<file path="config.mk">
export PLATFORM = sky130hd
export DESIGN_NAME = ad9833_sweep_ctrl
export DESIGN_NICKNAME = d
export VERILOG_FILES = /design/src/rtl/ad9833_sweep_ctrl.sv
export SDC_FILE = /design/constraint.sdc
export NUM_CORES = 1
export LEC_CHECK = 0
export CAP_MARGIN = 20
export CORE_UTILIZATION = 25
export DETAILED_ROUTE_END_ITERATION = 12
export GPL_TIMING_DRIVEN = 0
export SYNTH_ARGS = -nofsm -noshare
export SYNTH_HDL_FRONTEND = slang
export SYNTH_SLANG_ARGS = --single-unit
</file>
<file path="constraint.sdc">
create_clock -name i_clk -period 3.95 [get_ports i_clk]
set_input_delay 0.79 -clock i_clk [delete_from_list [all_inputs] [get_ports i_clk]]
set_output_delay 0.79 -clock i_clk [all_outputs]
set_load 0.005 [all_outputs]
</file>
<file path="src/rtl/ad9833_sweep_ctrl.sv">
// Frequency-sweep sequencer for the AD9833 word interface (go/control/freq).
// Arms the DDS, steps start..stop with a per-step dwell, then mutes.
module ad9833_sweep_ctrl #(
    parameter logic [15:0] CTRL_RUN   = 16'h2000,
    parameter logic [15:0] CTRL_MUTE  = 16'h2100,
    parameter int          DWELL_W    = 32,
    parameter int          HS_TIMEOUT = 1024
) (
    input  logic               i_clk,
    input  logic               i_rst_n,
    input  logic               i_start,
    input  logic               i_abort,
    input  logic               i_continuous,
    input  logic [27:0]        i_start_freq,
    input  logic [27:0]        i_stop_freq,
    input  logic [27:0]        i_step_freq,
    input  logic [DWELL_W-1:0] i_dwell,
    output logic               o_go,
    output logic [15:0]        o_control,
    output logic [27:0]        o_freq,
    input  logic               i_good_to_reset_go,
    input  logic               i_send_complete,
    output logic               o_busy,
    output logic               o_sweep_done,
    output logic               o_error,
    output logic [27:0]        o_cur_freq
);

    localparam int TW = $clog2(HS_TIMEOUT + 1);

    typedef enum logic [2:0] {
        S_IDLE, S_ARM, S_LOAD, S_DWELL, S_STEP, S_MUTE
    } state_t;

    state_t             state;
    logic [27:0]        start_q;
    logic [27:0]        stop_q;
    logic [27:0]        step_q;
    logic [DWELL_W-1:0] dwell_q;
    logic               cont_q;
    logic [27:0]        cur;
    logic               acked;
    logic               aborted;
    logic [TW-1:0]      timer;
    logic [DWELL_W-1:0] dcnt;

    logic [28:0] sum;
    logic        sweep_end;
    logic        timed_out;
    logic        last_dwell;
    logic        abort_any;

    assign sum        = {1'b0, cur} + {1'b0, step_q};
    assign sweep_end  = sum[28] || (sum[27:0] > stop_q);
    assign timed_out  = (timer == TW'(HS_TIMEOUT - 1));
    assign last_dwell = (dwell_q == '0) || (dcnt == dwell_q - DWELL_W'(1));
    assign abort_any  = aborted || i_abort;

    always_ff @(posedge i_clk or negedge i_rst_n) begin
        if (!i_rst_n) begin
            state        <= S_IDLE;
            start_q      <= '0;
            stop_q       <= '0;
            step_q       <= '0;
            dwell_q      <= '0;
            cont_q       <= 1'b0;
            cur          <= '0;
            acked        <= 1'b0;
            aborted      <= 1'b0;
            timer        <= '0;
            dcnt         <= '0;
            o_go         <= 1'b0;
            o_control    <= CTRL_MUTE;
            o_freq       <= '0;
            o_busy       <= 1'b0;
            o_sweep_done <= 1'b0;
            o_error      <= 1'b0;
            o_cur_freq   <= '0;
        end else begin
            o_sweep_done <= 1'b0;
            unique case (state)
                S_IDLE: begin
                    if (i_start) begin
                        start_q <= i_start_freq;
                        stop_q  <= i_stop_freq;
                        step_q  <= i_step_freq;
                        dwell_q <= i_dwell;
                        cont_q  <= i_continuous;
                        cur     <= i_start_freq;
                        aborted <= 1'b0;
                        acked   <= 1'b0;
                        timer   <= '0;
                        if (i_step_freq == '0 || i_start_freq > i_stop_freq) begin
                            o_error <= 1'b1;
                        end else begin
                            o_error   <= 1'b0;
                            o_busy    <= 1'b1;
                            o_go      <= 1'b1;
                            o_control <= CTRL_MUTE;
                            o_freq    <= i_start_freq;
                            state     <= S_ARM;
                        end
                    end
                end
                S_ARM, S_LOAD, S_MUTE: begin
                    if (i_abort) aborted <= 1'b1;
                    if (!o_go && !acked) begin
                        o_go      <= 1'b1;
                        o_control <= (state == S_LOAD) ? CTRL_RUN : CTRL_MUTE;
                        o_freq    <= cur;
                        timer     <= '0;
                    end else if (o_go) begin
                        if (i_good_to_reset_go) begin
                            o_go  <= 1'b0;
                            acked <= 1'b1;
                            timer <= '0;
                        end else if (timed_out) begin
                            o_go    <= 1'b0;
                            o_error <= 1'b1;
                            o_busy  <= 1'b0;
                            state   <= S_IDLE;
                        end else begin
                            timer <= timer + TW'(1);
                        end
                    end else if (i_send_complete) begin
                        acked <= 1'b0;
                        timer <= '0;
                        if (state == S_ARM) begin
                            state <= abort_any ? S_MUTE : S_LOAD;
                        end else if (state == S_LOAD) begin
                            o_cur_freq <= cur;
                            dcnt       <= '0;
                            state      <= abort_any ? S_MUTE : S_DWELL;
                        end else begin
                            o_busy       <= 1'b0;
                            o_sweep_done <= !abort_any;
                            state        <= S_IDLE;
                        end
                    end else if (timed_out) begin
                        acked   <= 1'b0;
                        o_error <= 1'b1;
                        o_busy  <= 1'b0;
                        state   <= S_IDLE;
                    end else begin
                        timer <= timer + TW'(1);
                    end
                end
                S_DWELL: begin
                    if (i_abort) begin
                        aborted <= 1'b1;
                        state   <= S_MUTE;
                    end else if (last_dwell) begin
                        state <= S_STEP;
                    end else begin
                        dcnt <= dcnt + DWELL_W'(1);
                    end
                end
                S_STEP: begin
                    if (i_abort) begin
                        aborted <= 1'b1;
                        state   <= S_MUTE;
                    end else if (sweep_end) begin
                        // wrap restarts at the latched start, never at the overflowed sum
                        if (cont_q) begin
                            cur   <= start_q;
                            state <= S_LOAD;
                        end else begin
                            state <= S_MUTE;
                        end
                    end else begin
                        cur   <= sum[27:0];
                        state <= S_LOAD;
                    end
                end
                default: state <= S_IDLE;
            endcase
        end
    end

endmodule

</file>
==> summary.txt <==
Status
  – Status: finished, violations left
  – Failing checks: setup timing

CTS
  – Quantity of hold-fixing buffers added after cts: 0
  – Clk sink count: 254
  – Clock transition at the registers of the reported paths: 0.07 ns
  – H-tree depth: 1
  – Worst skew pair latency: 0.60 ns
  – Maximum clock path buffer count: 3
  – CTS buffer count: 30
  – CTS tree: done
  – Clk Tree Root Cell: clkbuf_16

Placement
  – Dpl ws: -1.06 ns
  – Cell Area, Placed: 18600 um^2
  – Final HPWL DP: 40900 um
  – Routability cong.: 0.884
  – Port bufs: 183

STA
  – PnR worst setup slack: -0.696 ns
  – Final Skew: 0.0340 ns
  – Least-Margin Pin Slew: 1.04 ns
  – Finish-stage setup viols: 31
  – Period utilization: 118%
  – Slew HR: 30.9%
  – RSZ-0062 raised after global routing: true
  – Final hold vios: 0
  – F_max: 0.215 GHz
  – Fin crit period: 4.65 ns
  – Slew Limit Fails: 0

Worst setup path
  – Setup crit start kind: flop
  – CP arrival: 5.14 ns
  – Kind of end point of the critical path: flop
  – Crit Path Category: flop to flop
  – Critical Path RT: 4.44 ns
  – Crit Path Max Fanout: 8

Drt
  – # DRC: 0
  – DR iter-0 viols: 769
  – WL final: 53800 um
  – Wirelength per Cell: 20.1 um
  – Pre-antenna DRT Iters: 5
  – Detail Route Antenna Nets: 0
  – Via count: 13400
  – Vias/cell: 5.00

Global route
  – First-pass GRT wire length: 82100 um
  – Global route hottest layer: met2
  – Vias in the first global route: 13600
  – Congestion Overflow GR: 0
  – Met2 usage: 28.8%
  – Met3 Resource Use GR: 2.55%
  – Initial antenna violation count: 1
  – GR Util met1: 22.6%
  – Largest net degree at the start of global routing: 91
  – All-Layer GR Usage: 16.9%

Floorplanning
  – Core Area: 60700 um^2
  – # IOs: 199
  – Die span in x: 251 um
  – Die area: 62800 um^2
  – Starting Density: 25.5%
  – Standard-cell rows: 90
  – Die H: 251 um

Power
  – PD cells: 900 nW/um^2
  – P_leak: 8.98 nW
  – Peak supply drop: 0.661 mV

Finish
  – Layout cell share with drive strength beyond 1: 16.6%
  – Final instance area: 20600 um^2
  – Area growth syn-to-layout: 33.1%
  – Nets: 2088
  – Filler cells: 6098

Yosys
  – Post-Synthesis Cells: 1615
  – Netlist Area Pre-Place: 15500 um^2
  – Yosys reg bits: 254
  – Count of cell types in the netlist: 79
  – Post-synthesis async set-or-reset flop share: 100%
  – Synth warn: 0
  – Sequential-to-total area share from yosys stat: 41.1%
  – Post-synth EDFFs: 0
  – Top FF cell, synth: dfrtp_1
  – Syn Area/Cell: 9.57 um^2

Job
  – Max cap viols: 0

Worst hold path
  – Min-delay worst type: primary input to async pin
## final cells by class
type / instances / area, um^2 / share of cell area [%]
multi-input cells: 1215 / 8980 / 43.6
flip-flops and latches: 254 / 6360 / 30.9
repair buffers: 217 / 2240 / 10.9
well taps: 782 / 978 / 4.75
clock buffers: 39 / 845 / 4.10
plain buffers: 86 / 613 / 2.98
clock inverters: 16 / 289 / 1.40
inverters: 73 / 274 / 1.33
diodes: 2 / 5.00 / 0.0243
## registers in the layout (all words and copies together), names as in the netlist
signal,cells
dcnt,32
dwell_q,32
cur,28
o_cur_freq,28
o_freq,28
start_q,28
step_q,28
stop_q,28
timer,11
state,3
aborted,1
acked,1
cont_q,1
o_busy,1
o_control,1
o_error,1
o_go,1
o_sweep_done,1
## worst max-delay path: stages (launching register included)
cell and delay, ns:
dfrtp_1 0.50, ha_4 0.27, a21o_1 0.20, a21o_1 0.18
a21o_1 0.19, a311o_1 0.35, a41o_1 0.25, a21o_1 0.21
a21oi_2 0.16, xnor2_2 0.15, ha_1 0.28, a21oi_1 0.14
nor2b_1 0.06, o21ai_1 0.12, o211ai_1 0.14, a21oi_1 0.20
o22ai_2 0.15, a32o_2 0.31, clkbuf_16 0.18, buf_12 0.15
a221o_1 0.31
## timing repair
| item | in CTS | in global routing |
|---|---|---|
| endpoints found under the hold margin | 0 | 0 |
| cloned | 3 | 3 |
| pin swaps | 30 | 28 |
| resized for setup | 61 | 46 |
| setup buffers | 18 | 8 |
| endpoints found under the setup margin | 59 | 65 |
## where the power goes
part           internal, mW  switching [mW]
Sequential             3.56           0.886
Combinational          5.39            5.51
Clock                  1.97            1.21
Total                  10.9            7.61
## cell usage in the layout (no fill, tap or decap), drive strengths merged, types with 6 or more instances in the layout
master / count
a211oi: 29
a21o: 57
a21oi: 69
a31oi: 8
and2: 10
and3: 16
and4: 10
buf: 65
bufinv: 7
clkbuf: 95
clkdlybuf4s50: 182
clkinv: 6
conb: 15
dfrtp: 253
ha: 87
inv: 74
mux2: 90
mux2i: 68
nand2: 216
nand2b: 20
nand3: 33
nand4: 29
nor2: 90
nor2b: 15
nor3: 26
nor4: 16
o211ai: 18
o21a: 17
o21ai: 108
o31ai: 13
or4: 22
xnor2: 43
xor2: 27
## metal layers
layer  up-vias  wire length [um]
li1       6294                 -
met1      6649             23800
met5         -                 0
met4         0              1050
met3        71              3190
met2       398             25800
## worst paths after layout
check,start,to,slack [ns],cells after the start
max,cur[16]$_DFFE_PN0P_,cur[16]$_DFFE_PN0P_,-0.70,20
min,i_rst_n,dwell_q[7]$_DFFE_PN0P_,0.16,1
max reg2reg,cur[16]$_DFFE_PN0P_,cur[16]$_DFFE_PN0P_,-0.70,20
min reg2reg,o_freq[0]$_DFFE_PN0P_,o_freq[0]$_DFFE_PN0P_,0.47,2
max in group asynchronous,i_rst_n,start_q[26]$_DFFE_PN0P_,2.87,2
min in group i_clk,o_freq[0]$_DFFE_PN0P_,o_freq[0]$_DFFE_PN0P_,0.47,2
## logic make-up after synthesis
group / synth area share, %
adder cells (fa/ha/maj): 7.23
AO/OA/AOI/OAI: 15.3
XOR/XNOR: 3.97
flip-flops: 41.1
other: 0.0486
buffers and inverters: 4.61
multiplexers: 11.0
AND/OR/NAND/NOR: 16.8
## synthesized netlist by cell type (all sizes together), types with 8 or more instances
cell    number  area share (%)
a211oi      29             1.4
a21o        57             2.8
a21oi       69             2.2
a31oi        8            0.42
and2        10            0.40
and3        16            0.65
and4        10            0.57
buf         31             1.5
clkbuf      55             1.3
dfrtp      253              41
ha          87             7.0
inv         73             1.8
mux2        90             6.6
mux2i       68             4.4
nand2      216             5.2
nand2b      20            0.81
nand3       33             1.1
nand4       29             1.3
nor2        90             2.2
nor2b       15            0.61
nor3        26             1.1
nor4        16            0.92
o211ai      18            0.87
o21a        17            0.83
o21ai      108             3.5
o31ai       13            0.63
or4         22             1.1
xnor2       43             2.4
xor2        27             1.5
## stage by stage
| stage | cells | hold slack, ns | TNS [ns] | power, mW | utilization, % |
|---|---|---|---|---|---|
| floorplan | 1628 | 0.467 | -0.726 | 10.4 | - |
| global placement | 2593 | 0.463 | -2410.37 | 12.9 | 30.5 |
| detailed placement | 2595 | 0.463 | -56.29 | 13.1 | 30.6 |
| CTS | 2671 | 0.203 | -19.65 | 17.4 | 33.3 |
| global route | 2682 | 0.239 | -25.13 | 19.8 | 33.9 |
| finish | 2684 | 0.158 | -19.83 | 18.5 | 33.9 |
No activity file was read; power rests on OpenSTA's default activity.
